### src/rtl/uart_byte_receiver_pkg.sv
// Shared definitions for the UART byte receiver: FSM states, oversample
// ratio and the clock-divider computation.
package uart_byte_receiver_pkg;

    localparam int unsigned OVERSAMPLE = 16;

    typedef enum logic [2:0] {
        IDLE,
        START,
        DATA,
        STOP,
        WAIT_IDLE
    } rx_state_e;

    // Clocks per oversample tick: round(clk_freq / (baud * OVERSAMPLE)), never below 1.
    function automatic int unsigned calc_div(input int unsigned clk_freq,
                                             input int unsigned baud);
        int unsigned den;
        int unsigned q;
        den = baud * OVERSAMPLE;
        q   = (clk_freq + den / 2) / den;
        return (q == 32'd0) ? 32'd1 : q;
    endfunction

endpackage

### src/rtl/uart_rx_tick_gen.sv
// Oversample tick generator: one-clk tick every DIV clocks, restartable.
// Ports:
//   clk   - clock
//   rst_n - synchronous active-low reset
//   clr   - restart the divider at 0 (no tick in the following cycle)
//   tick  - registered one-clk tick pulse
module uart_rx_tick_gen #(
    parameter int unsigned DIV = 1
) (
    input  logic clk,
    input  logic rst_n,
    input  logic clr,
    output logic tick
);

    localparam int unsigned CW = (DIV > 1) ? $clog2(DIV) : 1;
    localparam logic [CW-1:0] CNT_LAST = CW'(DIV - 1);

    logic [CW-1:0] cnt_q, cnt_d;
    logic          tick_q, tick_d;

    // Divider next state
    always_comb begin
        cnt_d  = cnt_q + CW'(1);
        tick_d = 1'b0;
        if (clr) begin
            cnt_d = '0;
        end else if (cnt_q == CNT_LAST) begin
            cnt_d  = '0;
            tick_d = 1'b1;
        end
    end

    always_ff @(posedge clk) begin
        if (!rst_n) begin
            cnt_q  <= '0;
            tick_q <= 1'b0;
        end else begin
            cnt_q  <= cnt_d;
            tick_q <= tick_d;
        end
    end

    assign tick = tick_q;

endmodule

### src/rtl/uart_byte_receiver.sv
// UART 8N1 byte receiver with 16x oversampling and 3-sample majority vote.
// Ports:
//   clk            - clock, all logic on rising edge
//   rst_n          - synchronous active-low reset
//   RxD            - asynchronous serial input, idle high, LSB first
//   RxD_data       - last correctly framed byte
//   RxD_data_ready - one-clk pulse when RxD_data is updated
//   RxD_data_error - one-clk pulse on framing error (stop bit low)
module uart_byte_receiver
    import uart_byte_receiver_pkg::*;
#(
    parameter int unsigned CLK_FREQ   = 50_000_000,
    parameter int unsigned BAUD       = 115_200,
    parameter int unsigned OVERSAMPLE = 16
) (
    input  logic       clk,
    input  logic       rst_n,
    input  logic       RxD,
    output logic [7:0] RxD_data,
    output logic       RxD_data_ready,
    output logic       RxD_data_error
);

    localparam int unsigned DIV = calc_div(CLK_FREQ, BAUD);

    // Tick positions inside a 16-tick bit period
    localparam logic [3:0] TICK_MID  = 4'(OVERSAMPLE / 2 - 1);
    localparam logic [3:0] TICK_V2   = 4'(OVERSAMPLE / 2);
    localparam logic [3:0] TICK_V3   = 4'(OVERSAMPLE / 2 + 1);
    localparam logic [3:0] TICK_LAST = 4'(OVERSAMPLE - 1);

    rx_state_e  state_q, state_d;
    logic       rxd_meta_q, rxd_meta_d;
    logic       rxd_sync_q, rxd_sync_d;
    logic       rxd_prev_q, rxd_prev_d;
    logic [3:0] tick_cnt_q, tick_cnt_d;
    logic [2:0] bit_cnt_q, bit_cnt_d;
    logic [1:0] vote_q, vote_d;
    logic [7:0] shift_q, shift_d;
    logic [7:0] data_q, data_d;
    logic       ready_q, ready_d;
    logic       error_q, error_d;

    logic       tick;
    logic       tick_clr_c;
    logic       start_edge_c;
    logic       maj_c;

    uart_rx_tick_gen #(
        .DIV (DIV)
    ) u_tick_gen (
        .clk   (clk),
        .rst_n (rst_n),
        .clr   (tick_clr_c),
        .tick  (tick)
    );

    // Synchronizer and edge-history inputs
    always_comb begin
        rxd_meta_d = RxD;
        rxd_sync_d = rxd_meta_q;
        rxd_prev_d = rxd_sync_q;
    end

    assign start_edge_c = rxd_prev_q & ~rxd_sync_q;

    // Majority of the two stored samples and the current one (third vote tick)
    assign maj_c = (vote_q[0] & vote_q[1]) |
                   (vote_q[0] & rxd_sync_q) |
                   (vote_q[1] & rxd_sync_q);

    // Next-state and output logic
    always_comb begin
        state_d    = state_q;
        tick_cnt_d = tick_cnt_q;
        bit_cnt_d  = bit_cnt_q;
        vote_d     = vote_q;
        shift_d    = shift_q;
        data_d     = data_q;
        ready_d    = 1'b0;
        error_d    = 1'b0;
        tick_clr_c = 1'b0;

        // Tick counting and vote capture while inside a frame
        if (state_q != IDLE && state_q != WAIT_IDLE && tick) begin
            tick_cnt_d = tick_cnt_q + 4'd1;
            if (tick_cnt_q == TICK_MID) vote_d[0] = rxd_sync_q;
            if (tick_cnt_q == TICK_V2)  vote_d[1] = rxd_sync_q;
        end

        unique case (state_q)
            IDLE: begin
                if (start_edge_c) begin
                    state_d    = START;
                    tick_clr_c = 1'b1;
                    tick_cnt_d = '0;
                    bit_cnt_d  = '0;
                end
            end
            START: begin
                if (tick) begin
                    if (tick_cnt_q == TICK_MID && rxd_sync_q) begin
                        state_d = IDLE;
                    end else if (tick_cnt_q == TICK_LAST) begin
                        state_d = DATA;
                    end
                end
            end
            DATA: begin
                if (tick) begin
                    if (tick_cnt_q == TICK_V3) begin
                        shift_d = {maj_c, shift_q[7:1]};
                    end
                    if (tick_cnt_q == TICK_LAST) begin
                        if (bit_cnt_q == 3'd7) begin
                            state_d = STOP;
                        end else begin
                            bit_cnt_d = bit_cnt_q + 3'd1;
                        end
                    end
                end
            end
            STOP: begin
                if (tick && tick_cnt_q == TICK_V3) begin
                    if (maj_c) begin
                        data_d  = shift_q;
                        ready_d = 1'b1;
                        state_d = IDLE;
                        // A start edge coinciding with the decision is not lost
                        if (start_edge_c) begin
                            state_d    = START;
                            tick_clr_c = 1'b1;
                            tick_cnt_d = '0;
                            bit_cnt_d  = '0;
                        end
                    end else begin
                        error_d = 1'b1;
                        state_d = WAIT_IDLE;
                    end
                end
            end
            WAIT_IDLE: begin
                // Break or stuck-low line: hold here so only one error is flagged
                if (rxd_sync_q) state_d = IDLE;
            end
            default: state_d = IDLE;
        endcase
    end

    always_ff @(posedge clk) begin
        if (!rst_n) begin
            state_q    <= IDLE;
            rxd_meta_q <= 1'b1;
            rxd_sync_q <= 1'b1;
            rxd_prev_q <= 1'b1;
            tick_cnt_q <= '0;
            bit_cnt_q  <= '0;
            vote_q     <= '0;
            shift_q    <= '0;
            data_q     <= '0;
            ready_q    <= 1'b0;
            error_q    <= 1'b0;
        end else begin
            state_q    <= state_d;
            rxd_meta_q <= rxd_meta_d;
            rxd_sync_q <= rxd_sync_d;
            rxd_prev_q <= rxd_prev_d;
            tick_cnt_q <= tick_cnt_d;
            bit_cnt_q  <= bit_cnt_d;
            vote_q     <= vote_d;
            shift_q    <= shift_d;
            data_q     <= data_d;
            ready_q    <= ready_d;
            error_q    <= error_d;
        end
    end

    assign RxD_data       = data_q;
    assign RxD_data_ready = ready_q;
    assign RxD_data_error = error_q;

endmodule

### config.mk
export PLATFORM = sky130hd
export DESIGN_NAME = uart_byte_receiver
export DESIGN_NICKNAME = d
export VERILOG_FILES = /design/src/rtl/uart_byte_receiver_pkg.sv /design/src/rtl/uart_rx_tick_gen.sv /design/src/rtl/uart_byte_receiver.sv
export SDC_FILE = /design/constraint.sdc
export NUM_CORES = 1
export LEC_CHECK = 0
export BUFFER_PORTS_ARGS = -buffer_cell sky130_fd_sc_hd__buf_2
export CORE_ASPECT_RATIO = 0.9
export CORE_MARGIN = 4
export CORE_UTILIZATION = 43
export DETAILED_ROUTE_END_ITERATION = 8
export PLACE_DENSITY_LB_ADDON = 0.08
export RECOVER_POWER = 25
export SKIP_CTS_REPAIR_TIMING = 1
export SLEW_MARGIN = 20
export SYNTH_ARGS = -nofsm -noshare
export SYNTH_HDL_FRONTEND = slang
export SYNTH_SLANG_ARGS = --single-unit
### constraint.sdc
create_clock -name clk -period 2.6 [get_ports clk]
set_clock_uncertainty 0.15 [all_clocks]
set_input_delay 0.26 -clock clk [delete_from_list [all_inputs] [get_ports clk]]
set_output_delay 0.26 -clock clk [all_outputs]
set_load 0.005 [all_outputs]
==> results.toml, run 1 <==
[run_status]
outcome = "finished, final reports clean"

[clock_network]
clock_latency_ns = 0.28
clock-sinks = 39
htreeDepth = 2
clk_pin_slew_worst_paths_ns = 0.08
cts_tree = "done"
root_buffer = "clkbuf_8"
cts_max_path_buffers = 2
numCtsBuffers = 5

[detailed_routing]
drc = 0
ant_nets = 0
via_per_inst = 5.37
drt-initial-drc-count = 133
firstDrtPassIters = 4
vias = 1349
routed_wl_um = 3270
wl_per_cell_um = 13.0

[power]
sequentialPowerShare_pct = 51.7
cellPowerDensity_mw_per_mm2 = 609
p_leak_nw = 0.824
combinationalPowerShare_pct = 4.9
p_int_mw = 0.947
power_frac_clock_pct = 43.4
ir_drop_uv = 378
switchingPower_mw = 0.253
p_sw_share_pct = 21.1

[sta]
rsz0062_at_grt = "false"
setup_viol_count_final = 0
worst_pin_slew_ns = 0.651
fin_crit_sh_pct = 85.8
hold_ws_ns = 0.123
finalHoldViolations = 0
slew_headroom_pct = 56.5
maxSlewViolCount = 0
min_period_ns = 2.23
fin_setup_tns_ns = 0
max_freq_mhz = 448

[worst_setup_path]
cp_max_fo = 16
path_class = "reg2reg"
crit_required_ns = 2.61
startpoint_type = "flip-flop"
setup.worst_path.end_class = "flip-flop"
cp.arrival_ns = 2.24

[synth]
synth.most_common_cell = "dfxtp_1"
synthFlopType = "dfxtp_1"
synth_edf_count = 0
syn_nets = 203
ys_ff_latch = 39
synth_cells = 193
yosysUniqueCellTypes = 40
yosys_warnings = 0
yosys-top-cells-count = "39 x dfxtp_1, 29 x nor2_1, 23 x mux2i_1"
ys_seq_area_share_pct = 44.3
yosysTopAreaCell = "dfxtp_1"
syn_area_mm2 = 0.00176
postSynthAreaPerCell_um2 = 9.13
ys_top_cells_by_area = "dfxtp_1 44%, mux2i_1 13%, nor2_1 6.2%, ha_1 5.0%, nand2_1 3.6%"
synth_top_area_share_pct = 44.3
synthArstFlopShare_pct = 0

[layout]
antenna-diode-count = 0
final_cells = 251
fin_nets = 214
multi_input_area_um2 = 911
area_delta_synth_final_pct = 11.9
seqCellArea_um2 = 781
fillers = 358
drive_gt1_share_pct = 8.78

[placed_design]
dp_hpwl_um = 2400
place.gp.congestion = 0.812
portBuffers = 12
post-place-cells = 242

[floorplan]
row_count = 21
die_area_mm2 = 0.00519
start_util_pct = 45.9
die_y_um = 68.7
die_w_um = 75.5
core_area_mm2 = 0.00384
io_pins = 13

[global_routing]
use_met1_pct = 17.5
grtUsageMet2_pct = 23.2
antenna_found_initial = 0
grt_pass1_vias = 1309
grtUsageTotal_pct = 14.0
grt.overflow.total = 0
grt_max_degree = 22
grt_pass1_wl_um = 5630
grt-busiest-layer = "met2"
grt_use_met3_pct = 3.62

[job]
maxCapViolations = 0

[worst_hold_path]
hold_class = "in2reg"
==> final timing paths <==
kind | to | cells past startpoint | start | slack (ns)
max | bit_cnt_q[0] | 4 | state_q[1] | 0.37
min | rxd_meta_q | 2 | rst_n | 0.12
max reg2reg | bit_cnt_q[0] | 4 | state_q[1] | 0.37
min reg2reg | rxd_prev_d | 1 | rxd_meta_q | 0.26
==> logic make-up (layout without fill, tap and decap cells) <==
group                    after synthesis  after routing  share of synthesized area, %
adder cells (fa/ha/maj)                8              8                          5.54
flip-flops                            39             39                          44.3
buffers and inverters                 18             30                          3.98
multiplexers                          23             23                          13.1
AO/OA/AOI/OAI                         21             21                          8.52
AND/OR/NAND/NOR                       81             81                          23.1
XOR/XNOR                               3              3                          1.49
==> sequential cells by signal, summed over array words and instances, names as in the netlist <==
| signal | cells |
|---|---|
| RxD_data | 8 |
| shift_q | 8 |
| u_tick_gen.cnt_q | 5 |
| tick_cnt_q | 4 |
| bit_cnt_q | 3 |
| state_q | 3 |
| vote_q | 2 |
| RxD_data_error | 1 |
| RxD_data_ready | 1 |
| rxd_meta_q | 1 |
| rxd_prev_d | 1 |
| rxd_prev_q | 1 |
| u_tick_gen.tick | 1 |
==> cells in the final DEF, fill, tap and decap left out, types with 2 or more instances in the layout <==
| master | instances |
|---|---|
| a21oi_1 | 7 |
| a31oi_1 | 3 |
| buf_2 | 7 |
| clkbuf_1 | 5 |
| clkbuf_8 | 6 |
| dfxtp_1 | 39 |
| ha_1 | 7 |
| inv_1 | 8 |
| mux2i_1 | 23 |
| nand2_1 | 17 |
| nand2b_1 | 3 |
| nand3_1 | 7 |
| nand3b_1 | 2 |
| nand4b_1 | 3 |
| nor2_1 | 29 |
| nor2b_1 | 2 |
| nor3_1 | 5 |
| nor3b_1 | 2 |
| o21ai_0 | 2 |
| or3_1 | 2 |
| xor2_1 | 2 |
==> layer usage <==
| layer | part of all wire, % | routed length [um] |
|---|---|---|
| met1 | 48 | 1580 |
| met2 | 47 | 1550 |
| met3 | 2.8 | 92 |
| met4 | 1.5 | 49 |
| met5 | 0 | 0 |
==> through the flow <==
| step | worst slack (ns) | total power, mW | instance area (um^2) | util (%) |
|---|---|---|---|---|
| finish | 0.369 | 1.20 | 1970 | 51.4 |
| global route | 0.276 | 1.25 | 1970 | 51.4 |
| CTS | 0.392 | 1.22 | 1970 | 51.3 |
| detailed placement | 0.407 | 0.691 | 1850 | 48.1 |
| global placement | 0.484 | 0.688 | 1850 | 48.1 |
| floorplan | 0.722 | 0.677 | 1760 | - |
==> power by group through the flow <==
stage	Combinational [mW]	Sequential (mW)	Clock (mW)
final	0.0584	0.620	0.521
after global routing	0.0654	0.623	0.561
after CTS	0.0574	0.620	0.541
after detailed placement	0.0574	0.634	0
after global placement	0.0547	0.633	0
after floorplan	0.0516	0.625	0
==> worst max-delay path, stage by stage, from the launching register on <==
cell and delay (ns):
dfxtp_1 0.61, or3b_1 0.46, or3_1 0.32, a221o_1 0.43, mux2i_1 0.15
==> layout make-up <==
type | count | share of cell area [%]
tap | 46 | 2.92
multi-input combinational | 136 | 46.2
clock inverter | 2 | 1.97
clock buffer | 6 | 4.19
timing repair buffer | 14 | 3.62
sequential | 39 | 39.6
inverter | 8 | 1.52
Power figures use the tool's default switching activity.
==> run 2: changes to the inputs <==
Settings changed: SYNTH_HIERARCHICAL set to 1.
==> run 2 against run 1 <==
- via count decreased by 5.3%
- fmax grew 8.5%
- utilization shrank 2.0 points
- first-iteration DRC count decreased by 44%
- area after synthesis grew 0.57%
- worst hold slack worse by 0.11 ns
- sequential share of layout area rose by 1.6 points
- flip-flop and latch count did not move
- count of clock-buffer cells in the layout is 1 higher
- largest cell class unchanged
- global-route usage fell by 0.087 points
- clock power decreased by 28%
- highest routed layer unchanged
- wire length fell by 2.7%
- critical endpoint is now shift_q[4]
==> results.toml, run 2 <==
[run_status]
outcome = "finished, final reports clean"

[detailed_routing]
routed_wl_um = 3180
drc = 0
ant_nets = 0
drt-initial-drc-count = 75
vias = 1277
via_per_inst = 5.37
firstDrtPassIters = 4
wl_per_cell_um = 13.4

[worst_setup_path]
endpoint = "shift_q[4]"
crit_cells = 4
r2r_start = "state_q[1]"
crit_required_ns = 2.63
cpLargestDelayFamily = "simple AND/OR/NAND/NOR gates"
cp.arrival_ns = 2.08
max_stage_delay_ns = 0.54
startpoint_type = "flip-flop"
ff2ff_setup_slack_ns = 0.54
rr_worst_depth = 4
cp_cell_sequence = "nor3b_2, and2_1, mux2i_1, nor2_1"
crit_buf_inv = 0
setup.worst_path.end_class = "flip-flop"
startpoint = "state_q[1]"
path_class = "reg2reg"
cp_max_fo = 13
r2r_end = "shift_q[4]"
worst_path_max_delay_cell = "dfxtp_1"

[clock_network]
clock-sinks = 39
root_buffer = "clkbuf_8"
cts_max_path_buffers = 2
clk_pin_slew_worst_paths_ns = 0.07
clock_latency_ns = 0.28
htreeDepth = 2
cts_tree = "done"
numCtsBuffers = 5

[power]
p_sw_share_pct = 27.9
cellPowerDensity_mw_per_mm2 = 666
combinationalPowerShare_pct = 16.1
p_leak_nw = 0.795
power_frac_clock_pct = 29.9
ir_drop_uv = 438
sequentialPowerShare_pct = 54.0
p_int_mw = 0.909
switchingPower_mw = 0.353

[synth]
yosys_warnings = 6
synth_top_area_share_pct = 44.1
synth_cells = 182
synth_edf_count = 0
synthFlopType = "dfxtp_1"
postSynthAreaPerCell_um2 = 9.73
ys_seq_area_share_pct = 44.1
yosys-top-cells-count = "39 x dfxtp_1, 30 x nor2_1, 22 x mux2i_1"
yosysTopAreaCell = "dfxtp_1"
syn_area_mm2 = 0.00177
synth.most_common_cell = "dfxtp_1"
ys_top_cells_by_area = "dfxtp_1 44%, mux2i_1 12%, nor2_1 6.4%, ha_1 4.9%, nand2_1 2.3%"
syn_nets = 192
ys_ff_latch = 39
synthArstFlopShare_pct = 0
yosysUniqueCellTypes = 40

[global_routing]
antenna_found_initial = 0
grt_pass1_wl_um = 5410
grtUsageTotal_pct = 13.9
grt.overflow.total = 0
grt_pass1_vias = 1205
grt_max_degree = 17

[sta]
finalHoldViolations = 0
max_freq_mhz = 486
worst_pin_slew_ns = 0.640
setup_viol_count_final = 0
fin_setup_tns_ns = 0
min_period_ns = 2.06
rsz0062_at_grt = "false"
fin_crit_sh_pct = 79.1
maxSlewViolCount = 0
slew_headroom_pct = 57.3

[layout]
postLayoutCellArea_mm2 = 0.00190
antenna-diode-count = 0
drive_gt1_share_pct = 8.33
final_cell_mix = "39 x dfxtp_1, 30 x nor2_1, 22 x mux2i_1"
fin_nets = 201
layout_commonest_cell = "dfxtp_1"
area_delta_synth_final_pct = 6.99

[placed_design]
place.gp.congestion = 0.884
portBuffers = 12
dp_hpwl_um = 2280
dpl_cell_area_mm2 = 0.00183

[floorplan]
io_pins = 13
start_util_pct = 46.2
row_count = 21
core_area_mm2 = 0.00384
die_w_um = 75.7
die_area_mm2 = 0.00521
die_y_um = 68.9

[worst_hold_path]
hold_class = "in2reg"

[job]
maxCapViolations = 0
## run 2: kinds of logic after synthesis
family / count (synthesis) / synth area share [%]
compound gates: 17 / 7.49
buf+inv: 15 / 4.87
flops: 39 / 44.1
simple gates: 76 / 23.2
mux: 22 / 12.4
xor+xnor: 5 / 2.47
fa+ha+maj: 8 / 5.51
## run 2: per-stage QoR
stage	total power [mW]	utilization (%)	cells	hold slack (ns)	setup slack, ns
after global routing	1.35	49.4	238	0.00489	0.359
after detailed placement	0.896	47.6	230	0.261	0.538
after global placement	0.886	47.6	230	0.241	0.554
after floorplan	0.863	-	182	0.205	0.977
after CTS	1.28	49.7	238	0.00601	0.529
final	1.26	49.4	238	0.0111	0.543
## run 2: worst reg2reg max path: cells and delay by family (launching register included)
family	cells	cell delay, ns
muxes	1	0.26
DFF	1	0.54
and+or+nand+nor	3	1.00
## run 2: area by class of cell
| cell class | instances | area [um^2] |
|---|---|---|
| multi-input cells | 128 | 905 |
| clock inverters | 1 | 5.00 |
| fillers | 366 | 1940 |
| clock buffers | 7 | 76.3 |
| inverters | 4 | 15.0 |
| repair buffers | 13 | 56.3 |
| flip-flops and latches | 39 | 781 |
| well taps | 46 | 57.6 |
## run 2: power groups by stage
stage	registers [mW]	logic, mW	clock network, mW
finish	0.681	0.203	0.377
global route	0.688	0.229	0.428
CTS	0.681	0.204	0.393
detailed placement	0.695	0.202	0
global placement	0.692	0.195	0
floorplan	0.653	0.210	0
## run 2: how the worst min path moves through the flow
stage,from,to,slack (ns),cells past startpoint
6_report,RxD,rxd_meta_q,0.01,2
5_1_grt,RxD,rxd_meta_q,0.005,2
4_1_cts,RxD,rxd_meta_q,0.006,2
3_5_place_dp,rxd_meta_q,rxd_prev_d,0.26,1
3_3_place_gp,rxd_meta_q,rxd_prev_d,0.24,1
2_1_floorplan,rst_n,rxd_prev_q,0.21,1
## run 2: layer usage
metal	part of all wire (%)	routed length (um)	GRT usage (%)	up-vias
met5	0	0	0	-
met4	0.53	17	5.24	0
met3	3.9	125	4.35	2
met2	44	1400	20.7	21
met1	52	1640	18.8	607
li1	-	-	-	647
==> run 3: changes to the inputs <==
Clock period 2.6 ns to 1.8 ns, I/O delays scaled along.
==> run 3 against run 2 <==
- critical path depth is 2 higher
- clock power increased by 44%
- largest power group unchanged
- cell area up 6.1%
- fmax is 20% higher
- die area unchanged
- combinational power grew 72%
- wire length down 2.7%
- non-clock buffer count grew 8
- utilization grew 3.0 points
- setup slack got worse by 0.45 ns
- sequential power rose by 43%
==> results.toml, run 3 (synthesis gave the netlist of run 2 again) <==
[floorplan]
row_count = 21
start_util_pct = 46.2
core_area_mm2 = 0.00384
die_y_um = 68.9
die_area_mm2 = 0.00521
die_w_um = 75.7
io_pins = 13

[job]
maxCapViolations = 0

[layout]
final_cell_mix = "37 x dfxtp_1, 30 x nor2_1, 22 x mux2i_1"
layout_commonest_cell = "dfxtp_1"
area_delta_synth_final_pct = 13.5
fin_nets = 209
antenna-diode-count = 0
postLayoutCellArea_mm2 = 0.00201
drive_gt1_share_pct = 15.5

[global_routing]
antenna_found_initial = 0
grt_max_degree = 20
grt_pass1_vias = 1225
grt.overflow.total = 0
grt_pass1_wl_um = 5560
grtUsageTotal_pct = 14.3

[worst_setup_path]
r2r_start = "tick_cnt_q[1]"
startpoint = "tick_cnt_q[1]"
ff2ff_setup_slack_ns = 0.09
cp_max_fo = 5
r2r_end = "bit_cnt_q[2]"
max_stage_delay_ns = 0.35
endpoint = "bit_cnt_q[2]"
path_class = "reg2reg"
crit_required_ns = 1.86
setup.worst_path.end_class = "flip-flop"
cp.arrival_ns = 1.77
startpoint_type = "flip-flop"
crit_buf_inv = 1
cpLargestDelayFamily = "simple AND/OR/NAND/NOR gates"
cp_cell_sequence = "inv_1, ha_1, and4b_2, and4b_1, o22ai_4, mux2i_1"
rr_worst_depth = 6
worst_path_max_delay_cell = "dfxtp_1"
crit_cells = 6

[clock_network]
numCtsBuffers = 5
root_buffer = "clkbuf_8"
clock-sinks = 39
clock_latency_ns = 0.28
cts_tree = "done"
clk_pin_slew_worst_paths_ns = 0.07
htreeDepth = 2
cts_max_path_buffers = 2

[placed_design]
dp_hpwl_um = 2250
dpl_cell_area_mm2 = 0.00190
pre_cts_ws_ns = 0.0621
place.gp.congestion = 0.813
portBuffers = 12

[sta]
setup_viol_count_final = 0
slew_headroom_pct = 72.5
maxSlewViolCount = 0
worst_pin_slew_ns = 0.411
finalWorstSetupSlack_ns = 0.0897
finalHoldViolations = 0
rsz0062_at_grt = "true"
fin_crit_sh_pct = 95.0
hold_ws_ns = 0.0752
fin_setup_tns_ns = 0
min_period_ns = 1.71
max_freq_mhz = 585

[detailed_routing]
ant_nets = 0
routed_wl_um = 3100
firstDrtPassIters = 4
via_per_inst = 5.22
drt-initial-drc-count = 89
wl_per_cell_um = 12.6
drc = 0
vias = 1285

[worst_hold_path]
hp-start = "rst_n"
hold_class = "in2reg"

[power]
cellPowerDensity_mw_per_mm2 = 930
p_leak_nw = 0.863
ir_drop_uv = 582
total_power_mw = 1.87

[run_status]
outcome = "finished, final reports clean"
## run 3: cell types whose count changed in the layout (fill, tap and decap cells not counted), moves of 2 or more
cell,change
buf_12,+2
buf_2,+4
buf_4,+5
clkbuf_1,-3
dfxtp_1,-2
dfxtp_2,+2
## run 3: stage by stage
stage | cells | util, %
detailed placement | 237 | 49.6
CTS | 245 | 51.7
global route | 246 | 52.4
floorplan | 182 | -
global placement | 237 | 49.6
finish | 246 | 52.4
## run 3: worst min-delay path by stage
stage / endpoint / slack (ns) / cells after the start
2_1_floorplan: rxd_prev_q / 0.13 / 1
3_3_place_gp: rxd_meta_q / 0.21 / 2
3_5_place_dp: rxd_meta_q / 0.22 / 2
4_1_cts: rxd_meta_q / -0.08 / 2
5_1_grt: rxd_meta_q / 0.09 / 2
6_report: rxd_meta_q / 0.08 / 2
## run 3: cell type report
cell class                      count  area [um^2]
Fill cell                         378         1830
Clock buffer                        7         76.3
Clock inverter                      1         5.00
Timing Repair Buffer               21          149
Tap cell                           46         57.6
Sequential cell                    39          783
Inverter                            4         15.0
Multi-Input combinational cell    128          925
## run 3: metal layers
metal  up-vias  wire length (um)  global-route usage, %
li1        665                 -                      -
met1       591              1600                   20.2
met2        27              1310                   19.8
met3         2               160                   5.22
met4         0                28                   5.24
met5         -                 0                      0
## run 3: report_power, final
part / switching (mW) / leakage (nW) / internal [mW]
Combinational: 0.173 / 0.504 / 0.177
Sequential: 0.0728 / 0.316 / 0.903
Clock: 0.272 / 0.0422 / 0.271
## run 3: worst register-to-register path, delay by kind of cell, from the launching register on
kind / cells / cell delay (ns)
adder cells (fa/ha/maj): 1 / 0.19
AO/OA/AOI/OAI: 1 / 0.19
multiplexers: 1 / 0.21
flip-flops: 1 / 0.35
buffers and inverters: 1 / 0.08
AND/OR/NAND/NOR: 2 / 0.48
